**src/rtl/buf_tag_dir_pkg.sv**
```systemverilog
// Shared constants and FSM state type for the buffer tag directory.
// The buffer count is tied to the downstream LFU replacement unit.
package buf_tag_dir_pkg;
  localparam int NUM_BUF = 4;
  localparam int IDX_W   = 2;

  typedef enum logic [1:0] {
    IDLE    = 2'd0,
    LOOKUP  = 2'd1,
    WAIT    = 2'd2,
    INSTALL = 2'd3
  } state_t;
endpackage

```
**src/rtl/buf_tag_match.sv**
```systemverilog
// Combinational tag compare across all buffers.
// Produces the lowest hitting index and the lowest free index.
module buf_tag_match
  import buf_tag_dir_pkg::*;
#(
  parameter int TAG_W = 8
) (
  input  logic [TAG_W-1:0] tags [NUM_BUF],
  input  logic [NUM_BUF-1:0] valid,
  input  logic [TAG_W-1:0] lookup_tag,
  output logic             hit,
  output logic [IDX_W-1:0] hit_idx,
  output logic             any_free,
  output logic [IDX_W-1:0] free_idx
);

  // Scanning from the top down leaves the lowest matching index in place.
  always_comb begin
    hit      = 1'b0;
    hit_idx  = '0;
    any_free = 1'b0;
    free_idx = '0;
    for (int i = NUM_BUF - 1; i >= 0; i--) begin
      if (valid[i] && (tags[i] == lookup_tag)) begin
        hit     = 1'b1;
        hit_idx = IDX_W'(i);
      end
      if (!valid[i]) begin
        any_free = 1'b1;
        free_idx = IDX_W'(i);
      end
    end
  end

endmodule

```
**src/rtl/buf_tag_dir.sv**
```systemverilog
// Buffer tag directory: matches requests against resident tags, fills free
// buffers first and otherwise asks the LFU for a victim to replace.
module buf_tag_dir
  import buf_tag_dir_pkg::*;
#(
  parameter int TAG_W = 8
) (
  input  logic             clk,
  input  logic             rst,
  input  logic             req_valid,
  input  logic [TAG_W-1:0] req_tag,
  output logic             req_ready,
  output logic             resp_valid,
  output logic             resp_hit,
  output logic [IDX_W-1:0] resp_buf,
  output logic             ref_valid,
  output logic [IDX_W-1:0] ref_buf_numbr,
  output logic             new_buf_req,
  input  logic [IDX_W-1:0] buf_num_replc,
  output logic             fill_valid,
  output logic [IDX_W-1:0] fill_buf,
  output logic [TAG_W-1:0] fill_tag,
  output logic             fill_evict,
  output logic [TAG_W-1:0] fill_old_tag
);

  state_t             state;
  logic [TAG_W-1:0]   tags [NUM_BUF];
  logic [NUM_BUF-1:0] valid;
  logic [TAG_W-1:0]   lat_tag;
  logic [IDX_W-1:0]   victim;

  logic             hit;
  logic [IDX_W-1:0] hit_idx;
  logic             any_free;
  logic [IDX_W-1:0] free_idx;

  buf_tag_match #(.TAG_W(TAG_W)) u_match (
    .tags       (tags),
    .valid      (valid),
    .lookup_tag (lat_tag),
    .hit        (hit),
    .hit_idx    (hit_idx),
    .any_free   (any_free),
    .free_idx   (free_idx)
  );

  always_ff @(posedge clk) begin
    if (rst) begin
      state         <= IDLE;
      valid         <= '0;
      lat_tag       <= '0;
      victim        <= '0;
      req_ready     <= 1'b1;
      resp_valid    <= 1'b0;
      resp_hit      <= 1'b0;
      resp_buf      <= '0;
      ref_valid     <= 1'b0;
      ref_buf_numbr <= '0;
      new_buf_req   <= 1'b0;
      fill_valid    <= 1'b0;
      fill_buf      <= '0;
      fill_tag      <= '0;
      fill_evict    <= 1'b0;
      fill_old_tag  <= '0;
    end else begin
      resp_valid   <= 1'b0;
      resp_hit     <= 1'b0;
      resp_buf     <= '0;
      ref_valid    <= 1'b0;
      new_buf_req  <= 1'b0;
      fill_valid   <= 1'b0;
      fill_buf     <= '0;
      fill_tag     <= '0;
      fill_evict   <= 1'b0;
      fill_old_tag <= '0;
      case (state)
        IDLE: begin
          if (req_valid) begin
            lat_tag   <= req_tag;
            req_ready <= 1'b0;
            state     <= LOOKUP;
          end
        end
        LOOKUP: begin
          if (hit) begin
            resp_valid    <= 1'b1;
            resp_hit      <= 1'b1;
            resp_buf      <= hit_idx;
            ref_valid     <= 1'b1;
            ref_buf_numbr <= hit_idx;
            req_ready     <= 1'b1;
            state         <= IDLE;
          end else if (any_free) begin
            victim <= free_idx;
            state  <= INSTALL;
          end else begin
            new_buf_req <= 1'b1;
            state       <= WAIT;
          end
        end
        WAIT: begin
          // LFU answers while new_buf_req is visible.
          victim <= buf_num_replc;
          state  <= INSTALL;
        end
        INSTALL: begin
          tags[victim]  <= lat_tag;
          valid[victim] <= 1'b1;
          fill_valid    <= 1'b1;
          fill_buf      <= victim;
          fill_tag      <= lat_tag;
          fill_evict    <= valid[victim];
          fill_old_tag  <= valid[victim] ? tags[victim] : '0;
          ref_valid     <= 1'b1;
          ref_buf_numbr <= victim;
          resp_valid    <= 1'b1;
          resp_buf      <= victim;
          req_ready     <= 1'b1;
          state         <= IDLE;
        end
        default: begin
          req_ready <= 1'b1;
          state     <= IDLE;
        end
      endcase
    end
  end

endmodule

```
**config.mk**
```make
export PLATFORM = sky130hd
export DESIGN_NAME = buf_tag_dir
export DESIGN_NICKNAME = d
export VERILOG_FILES = /design/src/rtl/buf_tag_dir_pkg.sv /design/src/rtl/buf_tag_match.sv /design/src/rtl/buf_tag_dir.sv
export SDC_FILE = /design/constraint.sdc
export NUM_CORES = 1
export LEC_CHECK = 0
export BUFFER_PORTS_ARGS = -buffer_cell sky130_fd_sc_hd__buf_4
export CORE_ASPECT_RATIO = 0.5
export CORE_MARGIN = 1.5
export CORE_UTILIZATION = 40
export CTS_CLUSTER_DIAMETER = 120
export CTS_CLUSTER_SIZE = 8
export DETAILED_ROUTE_END_ITERATION = 10
export PLACE_DENSITY = 0.73
export SLEW_MARGIN = 20
export SYNTH_ARGS = -nofsm -noshare
export SYNTH_HDL_FRONTEND = slang
export SYNTH_HIERARCHICAL = 1
export SYNTH_SLANG_ARGS = --single-unit
```
**constraint.sdc**
```tcl
create_clock -name clk -period 2.15 [get_ports clk]
set_input_delay 0.645 -clock clk [delete_from_list [all_inputs] [get_ports clk]]
set_output_delay 0.645 -clock clk [all_outputs]
set_load 0.005 [all_outputs]
```
==> results of run 1 <==
==> kinds of logic (layout without fill, tap and decap cells) <==
kind of cell | Yosys count | count (layout) | synth area share (%)
buf+inv | 17 | 78 | 3.00
simple gates | 69 | 69 | 12.7
compound gates | 24 | 24 | 4.87
mux | 19 | 19 | 10.6
flops | 76 | 76 | 59.7
xor+xnor | 32 | 32 | 9.09
==> cells in the mapped netlist, types with 2 or more instances <==
cell       instances  share of area [%]
and3_1             9                1.8
clkbuf_1           4               0.49
a22oi_1            2               0.49
a211oi_1           2               0.49
o2bb2ai_1          2               0.57
xnor2_1           25                7.1
mux2i_1           10                3.2
edfxtp_1          32                 31
o21ai_0            3               0.49
nor4_1             2               0.41
mux4_1             6                5.1
and2_1             8                1.6
o22ai_1            2               0.41
nor2_1            17                2.1
dfxtp_1           44                 29
nor3_2             2               0.65
nand4_1            5                1.0
mux4_2             3                2.2
inv_1              5               0.61
nand2b_1           4               0.81
nor3_1             3               0.49
nand3_1            3               0.49
a21o_1             2               0.49
xor2_1             7                2.0
buf_2              5               0.81
a21oi_1            9                1.5
nand2_1            9                1.1
==> final cells by class <==
cell class                      count  area, µm²  share of cell area, %
Sequential cell                    76       1850                   47.5
Timing Repair Buffer               57        428                   11.0
Clock buffer                       10        229                   5.88
Inverter                            5       18.8                  0.482
Multi-Input combinational cell    144       1160                   29.8
Clock inverter                      6       88.8                   2.28
Tap cell                           96        120                   3.08
==> worst paths after layout <==
path,start,slack (ps),depth (start not counted),end
hold reg to reg,ref_buf_numbr[1],520,2,ref_buf_numbr[1]
hold / removal,ref_buf_numbr[1],520,2,ref_buf_numbr[1]
setup reg to reg,tags[13],170,8,victim[0]
setup / recovery,tags[13],170,8,victim[0]
==> routing by layer <==
layer | GRT usage, % | vias up | share of wire, %
li1 | - | 963 | -
met1 | 26.5 | 971 | 49
met2 | 22.7 | 99 | 40
met3 | 6.11 | 6 | 10
met4 | 6.11 | 0 | 0.82
met5 | 0 | - | 0
==> worst reg2reg max path: stages, from the launching register on <==
cell and delay [ps]:
edfxtp_1 390, xor2_1 170, nor4_2 300, nand4_1 170, nor2b_4 160, nand2_1 140
nand4bb_2 230, mux2i_1 220, a21oi_1 90
==> sequential cells by signal (all words and copies together) (netlist names), named ones only <==
signal	flops
tags	32
fill_old_tag	8
fill_tag	8
lat_tag	8
valid	4
fill_buf	2
ref_buf_numbr	2
resp_buf	2
victim	2
fill_evict	1
fill_valid	1
new_buf_req	1
ref_valid	1
req_ready	1
resp_hit	1
state	1
==> power breakdown <==
| part | switching (mW) | internal [mW] |
|---|---|---|
| clock | 0.558 | 1.02 |
| combinational | 0.111 | 0.140 |
| sequential | 0.0744 | 1.54 |
| total | 0.744 | 2.70 |
==> what timing repair did <==
action,4_1_cts,5_1_grt
endpoints found under the setup margin,2,3
endpoints found under the hold margin,0,0
resized for setup,3,6
==> stage by stage <==
step	total power, mW	worst slack (ps)
after floorplan	1.79	1.14
after global placement	1.88	172
after detailed placement	1.89	-23.8
after CTS	3.46	75.9
after global routing	3.57	48.5
final	3.44	168
==> impl_results.md, run 1 <==
* Chain of cells forming the critical path: xor2_1, nor4_2, nand4_1, nor2b_4, nand2_1, nand4bb_2, mux2i_1, a21oi_1
* Fillcell total at 594
* Max-Slew Margin vs Limit at 52.7%
* TritonCTS clock tree: done
* Row count at 22
* VDD IR-drop max at 0.000505 V
* Number of DRC markers after the initial detailed-route iteration at 154
* Overall Global Routing Usage at 17.5%
* Maximum clock frequency at 505 MHz
* Worst setup skew after layout at 6.04 ps
* Fraction of final layout cells with drive strength greater than 1 at 29.9%
* Category of the critical setup timing path: register to register
* WHS at 524 ps
* Most used flip-flop cell after synthesis: dfxtp_1
* Power density over cell area at 883 nW/µm²
* H-tree levels at 3
* Number of cells produced by synthesis at 237
* Number of flops mapped to enable cells by yosys at 32
* Buffering stage count on the worst path with inverters included at 0
* Drt wl/cell at 17.0 µm
* Post-synth cell types at 39
* Routed wire length at 6.68 mm
* Starting density of the core at 41.6%
* Result of the run: completed
* CTS clock-pin slew for the worst setup and hold paths at 60 ps
* Sinks on the clock net at 76
* Yosys warning total at 6
* RePlAce Congestion at 0.960
* Wire length of the first global-routing pass at 10.6 mm
* Syn avg cell area at 13.0 µm²
* Kind of end point of the critical path: register
* Post-placement cell area at 3560 µm²
* Crit path DAT at 2190 ps
* Port Buffers at 41
* Y dimension of the die at 65.1 µm
* Total I/O pin count at 42
* Die extent in x at 127 µm
* Shortest period the worst path allows at 1980 ps
* DRC errors left at 0
* Total of flip-flops plus latches after synthesis at 76
* Count of antenna-violating nets left after detailed routing at 0
* Insertion delay of the later-clocked pin in the worst-skew pair at 330 ps
* Maximum Capacitance Violations at 0
* Sort of element at the start of the critical path: register
* Setup repair after global routing missed its margin: no
* CTS hold repair buffers at 0
* Area of all placed cells without fillers at 3890 µm²
* Die area at 8280 µm²
* Class of the tightest hold or removal check: register to register
* Commonest non-fill, non-tap cells in the layout: 57 x buf_4, 37 x dfxtp_1, 32 x edfxtp_1, 25 x xnor2_1, 17 x nor2_1
* Synthesized Nets at 250
* Hold Fails Final Rpt at 0
* Number of instances in the placed design at 378
* Initial antenna violation count at 0
* Vias at 2039
* Number of global-route vias before repair at 1957
* Pins Over Slew Limit at 0
* Total inserted antenna cells at 0
* CP max stage delay at 390 ps
* Proportion of synthesized flip-flops having asynchronous set or reset at 0%
* Largest net degree at the start of global routing at 19
* HPWL Detailed at 4.81 mm
* Fin cells at 394
* Ratio of routed vias to standard cells at 5.18
* Crit path max fanout at 5
* Setup repair bufs after CTS at 0
* Buffer levels on the longest clock path at 2
* Number of nets in the layout at 306
* CP top delay family: simple AND/OR/NAND/NOR gates
* TritonRoute pass-1 iters at 4
* Total CTS buffers at 9
* Cell at the root of the clock tree: clkbuf_16
* Final Util at 52.6%
* Required time of the critical path at 2360 ps
* Commonest non-fill, non-tap cell in the layout: buf_4
* Share of the clock period used by the worst path at 92.2%
* Library cell contributing the largest single delay on the critical path: edfxtp_1
* Remaining Overflow, GRT at 0
* Core area at 7400 µm²
* Slew at the pin with the worst max-slew slack at 708 ps
* Netlist area before placement at 3080 µm²
* Register area share after synthesis at 59.7%
* Lkg Pwr at 1.58 nW
* Final sum of negative setup slack at 0 ps
* Layout overhead on the synthesized area at 26.3%
* Final setup violation count at 0
(Power assumes the default switching activity.)
==> run 2: changes to the inputs <==
- MAX_ROUTING_LAYER: not set -> met4
- PLACE_DENSITY: 0.73 -> 0.71
- clock period: 2.15 -> 2.3 ns (I/O delays scaled with it)
==> impl_results.md, run 2 (synthesis gave the netlist of run 1 again) <==
* TritonRoute pass-1 iters at 4 (unchanged)
* Routed wire length at 6.74 mm (+0.93%)
* Required time of the critical path at 2510 ps (+150 ps)
* Remaining Overflow, GRT at 0 (unchanged)
* Number of nets in the layout at 302 (-1.3%)
* Commonest non-fill, non-tap cell in the layout: buf_4
* CP max stage delay at 560 ps (+170 ps)
* Total Power at 3.17 mW (-7.7%)
* Max-Slew Margin vs Limit at 50.5% (-2.2 points)
* Buffering stage count on the worst path with inverters included at 0 (unchanged)
* Drt wl/cell at 17.3 µm (+2.0%)
* Vias at 2018 (-1.0%)
* Class of the tightest hold or removal check: register to register
* CTS clock-pin slew for the worst setup and hold paths at 60 ps (about the same)
* Buffer levels on the longest clock path at 2 (unchanged)
* Overall Global Routing Usage at 18.6% (+1.1 points)
* Cell at the root of the clock tree: clkbuf_16
* Die extent in x at 127 µm (unchanged)
* Crit path DAT at 2360 ps (+170 ps)
* Total I/O pin count at 42 (unchanged)
* Fin cells at 390 (-1.0%)
* Met3 usage at 5.53% (-0.58 points)
* Chain of cells forming the critical path: xor2_1, nor4_1, nand4_1, nor2b_4, nand2_1, nand4bb_1, mux2i_1, a21oi_1
* Shortest period the worst path allows at 2150 ps (+164 ps)
* Largest net degree at the start of global routing at 18 (-1)
* Final setup violation count at 0 (unchanged)
* Crit path max fanout at 10 (+5)
* Die area at 8280 µm² (unchanged)
* Fraction of final layout cells with drive strength greater than 1 at 26.9% (-3.0 points)
* TritonCTS clock tree: done
* H-tree levels at 3 (unchanged)
* Slew at the pin with the worst max-slew slack at 741 ps (+33.2 ps)
* Setup repair after global routing missed its margin: no
* Share of the clock period used by the worst path at 93.3% (+1.1 points)
* Layout overhead on the synthesized area at 24.7%
* Category of the critical setup timing path: register to register
* VDD IR-drop max at 0.000501 V (-0.82%)
* Row count at 22 (unchanged)
* Hold Fails Final Rpt at 0 (unchanged)
* CP top delay family: simple AND/OR/NAND/NOR gates
* Core area at 7400 µm² (unchanged)
* RePlAce Congestion at 0.919 (-4.3%)
* Sinks on the clock net at 76 (unchanged)
* DRC errors left at 0 (unchanged)
* Result of the run: completed
* Power density over cell area at 826 nW/µm² (-6.5%)
* CTS hold repair buffers at 0 (unchanged)
* Starting density of the core at 41.6% (unchanged)
* Met1 track utilization from global routing at 27.0% (+0.54 points)
* Pins Over Slew Limit at 0 (unchanged)
* Sort of element at the start of the critical path: register
* Final sum of negative setup slack at 0 ps (unchanged)
* Count of antenna-violating nets left after detailed routing at 0 (unchanged)
* Total CTS buffers at 9 (unchanged)
* Total inserted antenna cells at 0 (unchanged)
* Worst setup skew after layout at 7.10 ps (+1.06 ps)
* Library cell contributing the largest single delay on the critical path: dfxtp_1
* Global routing usage on met2 at 24.6% (+1.9 points)
* Number of DRC markers after the initial detailed-route iteration at 200 (+30%)
* Final Util at 51.9% (-0.69 points)
* Initial antenna violation count at 0 (unchanged)
* Global routing's busiest layer: met1
* Commonest non-fill, non-tap cells in the layout: 53 x buf_4, 41 x dfxtp_1, 32 x edfxtp_1, 25 x xnor2_1, 17 x nor2_1
* Number of instances in the placed design at 374 (-1.1%)
* WHS at 525 ps (+1.17 ps)
* Lkg Pwr at 1.56 nW (-1.6%)
* Port Buffers at 41 (unchanged)
* Insertion delay of the later-clocked pin in the worst-skew pair at 330 ps (about the same)
* Maximum clock frequency at 466 MHz (-7.6%)
* Number of global-route vias before repair at 2028 (+3.6%)
* Ratio of routed vias to standard cells at 5.17 (about the same)
* Register with the most flip-flops: tags
* Wire length of the first global-routing pass at 11.1 mm (+4.2%)
* Y dimension of the die at 65.1 µm (unchanged)
* HPWL Detailed at 4.74 mm (-1.4%)
* Flip-flop count of the largest register, all copies and words added at 32 (unchanged)
* Maximum Capacitance Violations at 0 (unchanged)
* Kind of end point of the critical path: register
-- run 2: per-stage QoR --
step | worst slack [ps] | area, µm²
after CTS | 151 | 3840
after global placement | 204 | 3530
final | 154 | 3840
after global routing | 7.27 | 3840
after floorplan | 106 | 3080
after detailed placement | 154 | 3530
-- run 2: worst paths after layout --
path	startpoint	endpoint	slack, ps	cells past startpoint
hold / removal	ref_buf_numbr[0]	ref_buf_numbr[0]	520	2
setup / recovery	lat_tag[2]	victim[0]	150	8
setup reg to reg	lat_tag[2]	victim[0]	150	8
hold reg to reg	ref_buf_numbr[0]	ref_buf_numbr[0]	520	2
-- run 2: timing repair --
action,4_1_cts,5_1_grt
setup endpoints to repair,0,1
setup buffers,0,0
gates resized for setup,0,3
-- run 2: power by group --
group / internal, mW / total, mW / switching, mW
clock network: 0.905 / 1.44 / 0.538
registers: 1.44 / 1.52 / 0.0760
logic: 0.123 / 0.215 / 0.0919
-- run 2: per-layer routing --
metal / routed length (µm) / part of all wire (%) / up-vias
met4: 83 / 1.2 / 0
met5: 0 / 0 / -
met3: 456 / 6.8 / 10
met2: 2800 / 42 / 65
met1: 3400 / 50 / 988
li1: - / - / 955
-- run 2: final cells by class --
| type | count | area, µm² |
|---|---|---|
| Clock buffer | 11 | 254 |
| Multi-Input combinational cell | 144 | 1150 |
| Inverter | 5 | 18.8 |
| Timing Repair Buffer | 53 | 398 |
| Clock inverter | 5 | 58.8 |
| Tap cell | 96 | 120 |
| Sequential cell | 76 | 1850 |
| Fill cell | 637 | 3560 |
-- run 2: worst register-to-register path: stages (launching register included) --
cell	delay, ps
dfxtp_1	560
xor2_1	120
nor4_1	300
nand4_1	170
nor2b_4	160
nand2_1	130
nand4bb_1	250
mux2i_1	240
a21oi_1	90
